$ cat config.mk
export PLATFORM = sky130hd
export DESIGN_NAME = rr_burst_arbiter
export DESIGN_NICKNAME = d
export VERILOG_FILES = /design/src/rtl/rr_burst_arbiter.sv
export SDC_FILE = /design/constraint.sdc
export NUM_CORES = 1
export LEC_CHECK = 0
export ABC_CLOCK_PERIOD_IN_PS = 4350
export CAP_MARGIN = 0
export CORE_AREA = 3 3 70 72
export DETAILED_ROUTE_END_ITERATION = 8
export DIE_AREA = 0 0 73 75
export DONT_BUFFER_PORTS = 1
export HOLD_SLACK_MARGIN = 0.02
export SLEW_MARGIN = 0
export SYNTH_ARGS = -nofsm -noshare
export SYNTH_HDL_FRONTEND = slang
export SYNTH_SLANG_ARGS = --single-unit
$ cat constraint.sdc
create_clock -name clk -period 4.35 [get_ports clk]
set_input_delay 0.435 -clock clk [delete_from_list [all_inputs] [get_ports clk]]
set_output_delay 0.435 -clock clk [all_outputs]
set_load 0.01 [all_outputs]
$ cat src/rtl/rr_burst_arbiter.sv
// Round-robin burst arbiter: one requester owns the output for up to BURST_LEN beats.
// Optional stall watchdog enabled by defining ARB_TIMEOUT_EN.
module rr_burst_arbiter #(
  parameter int WIDTH         = 8,
  parameter int NUM_REQ       = 4,
  parameter int BURST_LEN     = 16,
  parameter int COUNTER_WIDTH = 8,
  parameter int TIMEOUT       = 32
) (
  input  logic                     clk,
  input  logic                     rst,
  input  logic [NUM_REQ-1:0]       req,
  input  logic [NUM_REQ*WIDTH-1:0] req_data,
  input  logic                     out_ready,
  output logic [NUM_REQ-1:0]       gnt,
  output logic [WIDTH-1:0]         data_out,
  output logic                     valid,
  output logic                     busy,
  output logic                     timeout
);

  localparam int OW = $clog2(NUM_REQ);
  localparam logic [COUNTER_WIDTH-1:0] LAST_CNT = COUNTER_WIDTH'(BURST_LEN - 1);

  typedef enum logic [1:0] {
    STATE_IDLE,
    STATE_ACTIVE,
    STATE_DONE
  } state_t;

  state_t                   state_q, state_d;
  logic [OW-1:0]            owner_q, owner_d;
  logic [OW-1:0]            last_owner_q, last_owner_d;
  logic [NUM_REQ-1:0]       gnt_q, gnt_d;
  logic [WIDTH-1:0]         data_q, data_d;
  logic                     valid_q, valid_d;
  logic [COUNTER_WIDTH-1:0] cnt_q, cnt_d;
  logic                     timeout_q, timeout_d;

  logic [OW-1:0] pick;
  logic          pick_found;
  logic          owner_req;
  logic          beat;
  logic          last_beat;
  logic          stall_hit;

  // Search upward from the previous owner so the last winner has lowest priority.
  always_comb begin
    pick       = '0;
    pick_found = 1'b0;
    for (int k = 1; k <= NUM_REQ; k++) begin
      if (!pick_found && req[(int'(last_owner_q) + k) % NUM_REQ]) begin
        pick       = OW'((int'(last_owner_q) + k) % NUM_REQ);
        pick_found = 1'b1;
      end
    end
  end

  assign owner_req = req[owner_q];
  assign beat      = (state_q == STATE_ACTIVE) && owner_req && out_ready;
  assign last_beat = beat && (cnt_q == LAST_CNT);

`ifdef ARB_TIMEOUT_EN
  localparam int SW = $clog2(TIMEOUT + 1);

  logic [SW-1:0] stall_q, stall_d;

  always_comb begin
    stall_d   = stall_q;
    stall_hit = 1'b0;
    if ((state_q != STATE_ACTIVE) || beat) begin
      stall_d = '0;
    end else if (owner_req) begin
      stall_hit = (stall_q == SW'(TIMEOUT - 1));
      stall_d   = stall_q + 1'b1;
    end
  end

  always_ff @(posedge clk or posedge rst) begin
    if (rst) stall_q <= '0;
    else     stall_q <= stall_d;
  end
`else
  assign stall_hit = 1'b0;
`endif

  always_comb begin
    state_d      = state_q;
    owner_d      = owner_q;
    last_owner_d = last_owner_q;
    gnt_d        = gnt_q;
    data_d       = data_q;
    valid_d      = 1'b0;
    cnt_d        = cnt_q;
    timeout_d    = 1'b0;
    case (state_q)
      STATE_IDLE: begin
        if (pick_found) begin
          owner_d = pick;
          gnt_d   = NUM_REQ'(1) << pick;
          cnt_d   = '0;
          state_d = STATE_ACTIVE;
        end
      end
      STATE_ACTIVE: begin
        if (beat) begin
          data_d  = req_data[int'(owner_q)*WIDTH +: WIDTH];
          valid_d = 1'b1;
          // Hold the count on the final beat so a full-range burst never wraps.
          if (last_beat) begin
            state_d = STATE_DONE;
            gnt_d   = '0;
          end else begin
            cnt_d = cnt_q + 1'b1;
          end
        end else if (!owner_req) begin
          state_d = STATE_DONE;
          gnt_d   = '0;
        end else if (stall_hit) begin
          state_d   = STATE_DONE;
          gnt_d     = '0;
          timeout_d = 1'b1;
        end
      end
      STATE_DONE: begin
        last_owner_d = owner_q;
        gnt_d        = '0;
        state_d      = STATE_IDLE;
      end
      default: begin
        gnt_d   = '0;
        state_d = STATE_IDLE;
      end
    endcase
  end

  always_ff @(posedge clk or posedge rst) begin
    if (rst) begin
      state_q      <= STATE_IDLE;
      owner_q      <= '0;
      last_owner_q <= OW'(NUM_REQ - 1);
      gnt_q        <= '0;
      data_q       <= '0;
      valid_q      <= 1'b0;
      cnt_q        <= '0;
      timeout_q    <= 1'b0;
    end else begin
      state_q      <= state_d;
      owner_q      <= owner_d;
      last_owner_q <= last_owner_d;
      gnt_q        <= gnt_d;
      data_q       <= data_d;
      valid_q      <= valid_d;
      cnt_q        <= cnt_d;
      timeout_q    <= timeout_d;
    end
  end

  assign gnt      = gnt_q;
  assign data_out = data_q;
  assign valid    = valid_q;
  assign busy     = (state_q != STATE_IDLE);
  assign timeout  = timeout_q;

endmodule
==> impl_metrics.csv, run 1 <==
group,metric,value,unit
status,outcome,"complete, no violations",
critical_path,r2r_start,"owner_q[0]",
grt,overflow,0,
cts,clk_pin_slew,100,ps
critical_path,crit_family,"multiplexers",
synth,synthArstFlopShare,1.000,
floorplanning,die_x,73,um
final_layout,final_layout_size_suffix_gt1_frac,0.2481,
pwr,pwr-share-seq,0.504,
pwr,p_total,0.0009651,W
pwr,power.switching,0.0003660,W
critical_path,crit_path_frequent_cell,"mux2_2",
drt,antenna_left,0,
final_layout,nFillCells,415,
cts,cts_setup_buffers,0,
critical_path,cp_slowest_cell,"dfrtp_1",
critical_path,worstSetupStartpointType,"flip-flop",
pwr,switching_share,0.3792,
synth,ys_seq_area_frac,0.4468,
critical_path,cp_cell_sequence,"mux2_2 > a22oi_2 > inv_2 > mux2_2",
critical_path,crit_end,"data_out[0]",
grt,grt_max_degree,28,
critical_path,crit_start,"owner_q[0]",
synth,yosysMostFrequentCell,"dfrtp_1",
final_layout,antenna-diode-count,0,
synth,syn-cell-area,1518,um^2
pwr,ir_worst_vdd,0.2509,mV
critical_path,timing.reg2reg.setup_slack,1980,ps
synth,synthTopCellsByArea,"dfrtp_1 41%, mux4_2 12%, mux2_2 8.9%",
floorplanning,io_pins,54,
synth,synth-edff-count,0,
floorplanning,core,4354,um^2
placement,gp_congestion,0.8043,
cts,cts_buffers,3,
synth,synth_top_area_share,0.4122,
pwr,combPwrFrac,0.345,
critical_path,crit_fanout,14,
cts,cts_tree,"yes",
cts,clockRootBuffer,"clkbuf_8",
synth,yosysWarnings,0,
critical_path,slowest_delay,740,ps
drt,viasPerCell,6.011,
pwr,power.share.clock,0.151,
sta,fin_crit,2367,ps
sta,setup-tns-final,0,ps
floorplanning,fp-row-count,24,
grt,track_usage,0.1266,
sta,skew,4.350,ps
sta,finalHoldViolCount,0,
critical_path,worst-path-buf-inv,1,
synth,yosys.area.top_type,"dfrtp_1",
placement,post-dp-hpwl,2.602,mm
drt,route.vias.total,1088,
cts,cts_max_path_buffers,2,
synth,synthCells,130,
grt,grt_pass1_vias,1166,
grt,grt_pass1_wl,5.464,mm
synth,synth_common_cells,"25 x dfrtp_1, 12 x mux2_2, 8 x mux4_2, 7 x nand2_1, 7 x o21ai_0",
placement,place.port_buffers,0,
drt,wl,3.348,mm
critical_path,cp.depth,4,
cts,cts_resized,0,
min_path,min_path_type,"input pin to asynchronous set/reset pin",
drt,drc_errors,0,
drt,drtIter0Drc,50,
floorplanning,initial_core_util,0.3486,
synth,synth-seq-cells,27,
floorplanning,die_y,75,um
sta,rsz0062_at_grt,"false",
critical_path,worst_r2r_path_depth,4,
drt,first_pass_iters,4,
synth,ys_types,44,
cts,cts_hold_buf,0,
synth,avgSynthCellArea,11.67,um^2
cts,clk_latency,270,ps
sta,timing.final.crit_share,0.5441,
final_layout,nNetsFinal,170,
critical_path,crit_type,"flip-flop to flip-flop",
synth,syn-num-nets,170,
sta,final_max_slew_viol_count,0,
critical_path,cp.arrival,2530,ps
flow_run,maxCapViolCount,0,
cts,htreeDepth,1,
sta,max_slew_margin,0.3112,
pwr,leakage,0.6357,nW
cts,cts_sinks,27,
final_layout,area_growth,5.771,%
pwr,power.density,601.2,nW/um^2
critical_path,required,4510,ps
pwr,p_int,0.0005992,W
sta,tightest_slew,1032,ps
critical_path,crit_path_end_kind,"flip-flop",
synth,ys.flop_type,"dfrtp_1",
grt,antenna_found_initial,0,
sta,fmax,422.5,MHz
floorplanning,dieArea,5475,um^2
drt,avgRoutedWirePerCell,18.50,um
critical_path,r2r_end,"data_out[0]",
sta,setup-violations-final,0,
-- cell families (layout without fill, tap and decap cells) --
family                     count (synthesis)  after routing  synth area share
and+or+nand+nor                           36             36            0.1459
DFF                                       27             27            0.4468
AOI/OAI and AO/OA                         32             32            0.1476
other                                      1              1          0.002471
buffers and inverters                     12             11           0.03462
adders and majority gates                  1              1          0.008243
muxes                                     21             21            0.2143
-- layout make-up --
class | count | area, um^2 | area share
clock inverters | 1 | 7.507 | 0.004677
multi-input cells | 91 | 787.0 | 0.4903
well taps | 52 | 65.06 | 0.04053
flip-flops and latches | 27 | 678.2 | 0.4224
inverters | 7 | 26.28 | 0.01637
clock buffers | 3 | 41.29 | 0.02572
-- power by group through the flow --
stage               sequential [W]  clock [W]  combinational [W]
detailed placement        0.000492          0           0.000337
global route              0.000504   0.000162           0.000372
floorplan                 0.000430          0           0.000324
finish                    0.000486   0.000146           0.000333
CTS                       0.000490   0.000150           0.000336
global placement          0.000485          0           0.000318
-- worst min-delay path by stage --
stage	depth (start not counted)	startpoint	to
3_3_place_gp	1	cnt_q[2]	cnt_q[2]
4_1_cts	1	rst	data_out[6]
3_5_place_dp	1	cnt_q[2]	cnt_q[2]
2_1_floorplan	1	cnt_q[2]	cnt_q[2]
5_1_grt	1	rst	data_out[6]
6_report	1	rst	cnt_q[5]
-- cell usage in the layout, fill, tap and decap left out, types with 2 or more instances in the layout --
| cell type | count |
|---|---|
| mux2_2 | 12 |
| dfstp_2 | 2 |
| nand2_1 | 7 |
| nand2b_1 | 5 |
| inv_1 | 6 |
| or4_1 | 2 |
| clkbuf_8 | 3 |
| o21ai_0 | 7 |
| nand3_1 | 2 |
| o211ai_1 | 4 |
| o31ai_1 | 3 |
| a22o_1 | 2 |
| mux4_2 | 8 |
| nor3b_1 | 2 |
| o2bb2ai_1 | 2 |
| nor4_1 | 2 |
| nor2_1 | 6 |
| dfrtp_1 | 25 |
| a21oi_1 | 5 |
-- state kept, by name, indices dropped and copies added, names as in the netlist --
signal and count:
gnt 4, valid 1, cnt_q 8, owner_q 2, state_q 2, last_owner_q 2, data_out 8
-- worst register-to-register path, delay by kind of cell, from the launching register on --
| family | cells | cell delay [ps] |
|---|---|---|
| muxes | 2 | 770 |
| DFF | 1 | 740 |
| AOI/OAI and AO/OA | 1 | 510 |
| buffers and inverters | 1 | 240 |
-- per-stage QoR --
stage / instances / instance area (um^2) / utilization / hold slack (ps) / setup slack, ps
after CTS: 181 / 1605 / 0.3687 / 322.3 / 1961
after detailed placement: 177 / 1556 / 0.3575 / 498.8 / 1982
after global placement: 177 / 1556 / 0.3575 / 484.2 / 2124
final: 181 / 1605 / 0.3687 / 294.1 / 1983
after floorplan: 130 / 1518 / - / 462.4 / 2725
after global routing: 181 / 1605 / 0.3687 / 379.0 / 1814
-- layer usage --
metal,global-route usage,part of all wire
met5,0,0
met4,0.03689,0.0090
met3,0.04139,0.077
met2,0.2125,0.53
met1,0.1558,0.38
Power figures use the tool's default switching activity.
==> run 2: changes to the inputs <==
--- a/config.mk
+++ b/config.mk
@@ -5,7 +5,7 @@
 export SDC_FILE = /design/constraint.sdc
 export NUM_CORES = 1
 export LEC_CHECK = 0
-export ABC_CLOCK_PERIOD_IN_PS = 4350
+export ABC_CLOCK_PERIOD_IN_PS = 2400
 export CAP_MARGIN = 0
 export CORE_AREA = 3 3 70 72
 export DETAILED_ROUTE_END_ITERATION = 8
==> constraint.sdc (replaced) <==
create_clock -name clk -period 2.4 [get_ports clk]
set_input_delay 0.24 -clock clk [delete_from_list [all_inputs] [get_ports clk]]
set_output_delay 0.24 -clock clk [all_outputs]
set_load 0.01 [all_outputs]
==> run 2 against run 1 <==
  * Maximum frequency rose by 20%
  * Non-clock buffer count rose by 4
  * Cell area rose by 1.8%
  * Power rose by 83%
  * Cell count rose by 2.2%
  * Utilization rose by 0.66 points
  * Hold slack got worse by 35 ps
  * Clock power rose by 77%
  * Count of clock-buffer cells in the layout rose by 1
  * Critical endpoint unchanged
  * Highest routed layer unchanged
==> impl_metrics.csv, run 2 (synthesis gave the netlist of run 1 again) <==
group,metric,value,unit
status,outcome,"complete, no violations",
cts,cts_setup_buffers,0,
sta,setup-tns-final,0,ps
critical_path,crit_type,"flip-flop to flip-flop",
sta,rsz0062_at_grt,"false",
critical_path,cp.arrival,2130,ps
final_layout,multi_input_area,787.0,um^2
critical_path,timing.reg2reg.setup_slack,430,ps
floorplanning,die_y,75,um
drt,wl_met1,1.271,mm
pwr,leakage,0.6556,nW
sta,tightest_slew,591.4,ps
final_layout,area_growth,7.667,%
floorplanning,fp-row-count,24,
cts,clockRootBuffer,"clkbuf_8",
critical_path,crit_fanout,14,
cts,cts_tree,"yes",
cts,cts_sinks,27,
critical_path,worstSetupStartpointType,"flip-flop",
cts,clk_pin_slew,90,ps
drt,met2_length,1.846,mm
min_path,min_path_type,"input pin to flip-flop",
drt,route.vias.total,1084,
pwr,ir_worst_vdd,0.4495,mV
final_layout,layout_commonest_cell,"dfrtp_1",
grt,grt_max_degree,28,
floorplanning,die_x,73,um
sta,fmax,508.7,MHz
sta,final_max_slew_viol_count,0,
final_layout,nFillCells,416,
drt,first_pass_iters,4,
grt,grt_pass1_vias,1155,
flow_run,maxCapViolCount,0,
grt,track_usage,0.1285,
critical_path,required,2560,ps
cts,cts_buffers,3,
final_layout,fin_area,1634,um^2
final_layout,nNetsFinal,174,
floorplanning,core,4354,um^2
placement,gp_congestion,0.8428,
sta,finalHoldViolCount,0,
critical_path,crit_path_end_kind,"flip-flop",
floorplanning,dieArea,5475,um^2
floorplanning,io_pins,54,
cts,htreeDepth,1,
drt,highest_layer,"met4",
drt,wl,3.360,mm
floorplanning,initial_core_util,0.3486,
grt,grt_pass1_wl,5.471,mm
drt,drc_errors,0,
final_layout,final_layout_size_suffix_gt1_frac,0.2556,
drt,antenna_left,0,
final_layout,register_area,678.2,um^2
pwr,power.density,1080,nW/um^2
placement,post-dp-hpwl,2.637,mm
sta,timing.final.crit_share,0.8191,
placement,place.port_buffers,0,
sta,setup-violations-final,0,
cts,clk_latency,270,ps
cts,cts_max_path_buffers,2,
sta,max_slew_margin,0.6057,
final_layout,layout_common_cells,"25 x dfrtp_1, 12 x mux2_2, 8 x mux4_2, 7 x nand2_1, 7 x o21ai_0",
drt,viasPerCell,5.859,
placement,place_area,1579,um^2
cts,cts_resized,0,
drt,met3_length,225,um
cts,cts_hold_buf,1,
sta,skew,1.337,ps
grt,antenna_found_initial,0,
grt,overflow,0,
final_layout,antenna-diode-count,0,
drt,avgRoutedWirePerCell,18.16,um
drt,drtIter0Drc,28,
sta,fin_crit,1966,ps
-- run 2: cell types whose count changed in the layout (fill, tap and decap cells not counted) --
cell           change
buf_4              +3
clkbuf_1           +1
clkinvlp_4         -1
dlygate4sd3_1      +1
-- run 2: path summary, 6_finish.rpt --
kind | endpoint | cells past startpoint | startpoint
max in group asynchronous | last_owner_q[1] | 3 | rst
min | state_q[1] | 4 | out_ready
max | data_out[0] | 4 | owner_q[0]
min in group asynchronous | data_out[4] | 3 | rst
min reg2reg | cnt_q[2] | 1 | cnt_q[2]
max reg2reg | data_out[0] | 4 | owner_q[0]
-- run 2: per-layer routing --
| metal | up-vias | track usage |
|---|---|---|
| met3 | 2 | 0.03872 |
| met4 | 0 | 0.03279 |
| met1 | 545 | 0.1497 |
| li1 | 504 | - |
| met2 | 33 | 0.2304 |
| met5 | - | 0 |
-- run 2: area by class of cell --
cell class / count / share of cell area
Timing Repair Buffer: 4 / 0.01991
Inverter: 7 / 0.01608
Multi-Input combinational cell: 91 / 0.4816
Tap cell: 52 / 0.03982
Clock buffer: 4 / 0.02757
Sequential cell: 27 / 0.4150
-- run 2: report_power, final --
part	internal [W]	leakage (nW)	switching, W
clock network	0.000119	0.0228	0.000140
logic	0.000362	0.289	0.000330
registers	0.000630	0.344	0.000184
-- run 2: stage by stage --
step                hold WS [ps]    util  setup slack (ps)  power, W  instances
floorplan                  291.2       -             775.4  0.001366        130
detailed placement         218.9  0.3626             434.6  0.001526        180
finish                     258.8  0.3753             434.1  0.001765        185
global placement           208.9  0.3626             564.9  0.001487        180
global route               283.4  0.3753             275.9  0.001905        185
CTS                        253.9  0.3753             413.8  0.001791        185
-- run 2: worst max-delay path: stages (launching register included) --
cell,delay (ps)
dfrtp_1,410
mux2_2,380
a22oi_2,500
inv_2,230
mux2_2,320
==> run 3: changes to the inputs <==
--- a/config.mk
+++ b/config.mk
@@ -5,7 +5,7 @@
 export SDC_FILE = /design/constraint.sdc
 export NUM_CORES = 1
 export LEC_CHECK = 0
-export ABC_CLOCK_PERIOD_IN_PS = 2400
+export ABC_CLOCK_PERIOD_IN_PS = 2000
 export CAP_MARGIN = 0
 export CORE_AREA = 3 3 70 72
 export DETAILED_ROUTE_END_ITERATION = 8
==> constraint.sdc (replaced) <==
create_clock -name clk -period 2 [get_ports clk]
set_input_delay 0.2 -clock clk [delete_from_list [all_inputs] [get_ports clk]]
set_output_delay 0.2 -clock clk [all_outputs]
set_load 0.01 [all_outputs]
==> run 3 against run 2 <==
  * Cell count is 1.1% higher
  * Critical path depth is the same
  * Setup slack worse by 260 ps
  * Critical endpoint is now data_out[2]
==> impl_metrics.csv, run 3 (synthesis gave the netlist of run 1 again) <==
group,metric,value,unit
sta,finalHoldViolCount,0,
critical_path,crit_start,"owner_q[0]",
pwr,p_int,0.001339,W
pwr,pwr-share-seq,0.457,
grt,overflow,0,
cts,cts_sinks,27,
floorplanning,die_x,73,um
critical_path,worstSetupStartpointType,"flip-flop",
floorplanning,fp-row-count,24,
final_layout,area_growth,8.656,%
sta,final_max_slew_viol_count,0,
floorplanning,die_y,75,um
cts,cts_resized,0,
final_layout,multi_input_area,787.0,um^2
sta,rsz0062_at_grt,"false",
floorplanning,io_pins,54,
drt,viasPerCell,5.866,
flow_run,maxCapViolCount,0,
min_path,min_from,"out_ready",
critical_path,crit_path_end_kind,"flip-flop",
final_layout,antenna-diode-count,0,
sta,skew,6.367,ps
placement,gp_congestion,0.8767,
pwr,switching_share,0.3690,
cts,clk_latency,270,ps
pwr,power.density,1287,nW/um^2
grt,grt_pass1_wl,5.499,mm
critical_path,crit_path_frequent_cell,"mux2_2",
sta,fin_crit,1828,ps
floorplanning,core,4354,um^2
critical_path,cp_cell_sequence,"mux2_2 > a22oi_2 > inv_2 > mux2_2",
critical_path,crit_fanout,10,
floorplanning,dieArea,5475,um^2
drt,antenna_left,0,
drt,route.vias.total,1097,
cts,cts_max_path_buffers,2,
pwr,combPwrFrac,0.399,
cts,cts_hold_buf,1,
drt,avgRoutedWirePerCell,18.18,um
final_layout,nFillCells,419,
drt,drtIter0Drc,83,
sta,setup-violations-final,0,
critical_path,cp_slowest_cell,"dfrtp_1",
cts,cts_tree,"yes",
cts,clockRootBuffer,"clkbuf_8",
pwr,power.share.clock,0.144,
pwr,power.switching,0.0007830,W
sta,setup-tns-final,0,ps
final_layout,register_area,678.2,um^2
final_layout,nNetsFinal,176,
sta,fmax,547.0,MHz
drt,wl,3.399,mm
grt,grt_pass1_vias,1186,
sta,max_slew_margin,0.5531,
sta,timing.final.crit_share,0.9141,
floorplanning,initial_core_util,0.3486,
grt,grt_max_degree,18,
pwr,p_total,0.002122,W
drt,drc_errors,0,
cts,htreeDepth,1,
pwr,ir_worst_vdd,0.4790,mV
grt,track_usage,0.1304,
pwr,leakage,0.6640,nW
placement,place.port_buffers,0,
status,outcome,"complete, no violations",
grt,antenna_found_initial,0,
critical_path,crit_type,"flip-flop to flip-flop",
final_layout,final_layout_size_suffix_gt1_frac,0.2667,
cts,cts_setup_buffers,0,
critical_path,cp.arrival,1990,ps
placement,post-dp-hpwl,2.663,mm
final_layout,layout_common_cells,"25 x dfrtp_1, 12 x mux2_2, 8 x mux4_2, 7 x nand2_1, 7 x o21ai_0",
critical_path,r2r_start,"owner_q[0]",
drt,first_pass_iters,4,
cts,clk_pin_slew,90,ps
sta,tightest_slew,669.6,ps
critical_path,slowest_delay,410,ps
critical_path,required,2160,ps
cts,cts_buffers,3,
final_layout,layout_commonest_cell,"dfrtp_1",
min_path,min_path_type,"input pin to flip-flop",
run 3: power groups by stage:
stage,logic (W),clock network (W),registers (W)
6_report,0.000846,0.000306,0.000970
5_1_grt,0.000939,0.000339,0.00100
4_1_cts,0.000859,0.000316,0.000971
3_5_place_dp,0.000854,0,0.000980
3_3_place_gp,0.000817,0,0.000977
2_1_floorplan,0.000705,0,0.000935
run 3: per-layer routing:
| metal | GRT usage | vias up | part of all wire |
|---|---|---|---|
| met5 | 0 | - | 0 |
| met4 | 0.02664 | 0 | 0.011 |
| met3 | 0.04806 | 8 | 0.069 |
| met2 | 0.2274 | 41 | 0.53 |
| met1 | 0.1545 | 544 | 0.39 |
| li1 | - | 504 | - |
run 3: worst paths after layout:
| path | end | slack [ps] | depth (start not counted) |
|---|---|---|---|
| max | data_out[2] | 170 | 4 |
| min reg2reg | cnt_q[2] | 520 | 1 |
| max reg2reg | data_out[2] | 170 | 4 |
| max in group asynchronous | cnt_q[6] | 920 | 3 |
| min in group asynchronous | data_out[4] | 470 | 2 |
| min | state_q[1] | 220 | 4 |
run 3: stage by stage:
| step | setup slack (ps) | std cells | cell area [um^2] | hold WS, ps | utilization |
|---|---|---|---|---|---|
| 6_report | 171.9 | 187 | 1649 | 219.1 | 0.3787 |
| 5_1_grt | 3.655 | 187 | 1649 | 216.7 | 0.3787 |
| 4_1_cts | 176.8 | 187 | 1649 | 211.7 | 0.3787 |
| 3_5_place_dp | 213.0 | 182 | 1594 | 216.3 | 0.3661 |
| 3_3_place_gp | 278.9 | 182 | 1594 | 199.9 | 0.3661 |
| 2_1_floorplan | 375.4 | 130 | 1518 | 251.2 | - |
run 3: critical path, delay by kind of cell (launching register included):
| kind | cells | cell delay (ps) |
|---|---|---|
| compound gates | 1 | 400 |
| flops | 1 | 410 |
| mux | 2 | 690 |
| buf+inv | 1 | 200 |
run 3: cell type report:
| cell class | instances | area share |
|---|---|---|
| flip-flops and latches | 27 | 0.4112 |
| inverters | 7 | 0.01593 |
| clock buffers | 4 | 0.02731 |
| well taps | 52 | 0.03945 |
| repair buffers | 6 | 0.02883 |
| multi-input cells | 91 | 0.4772 |
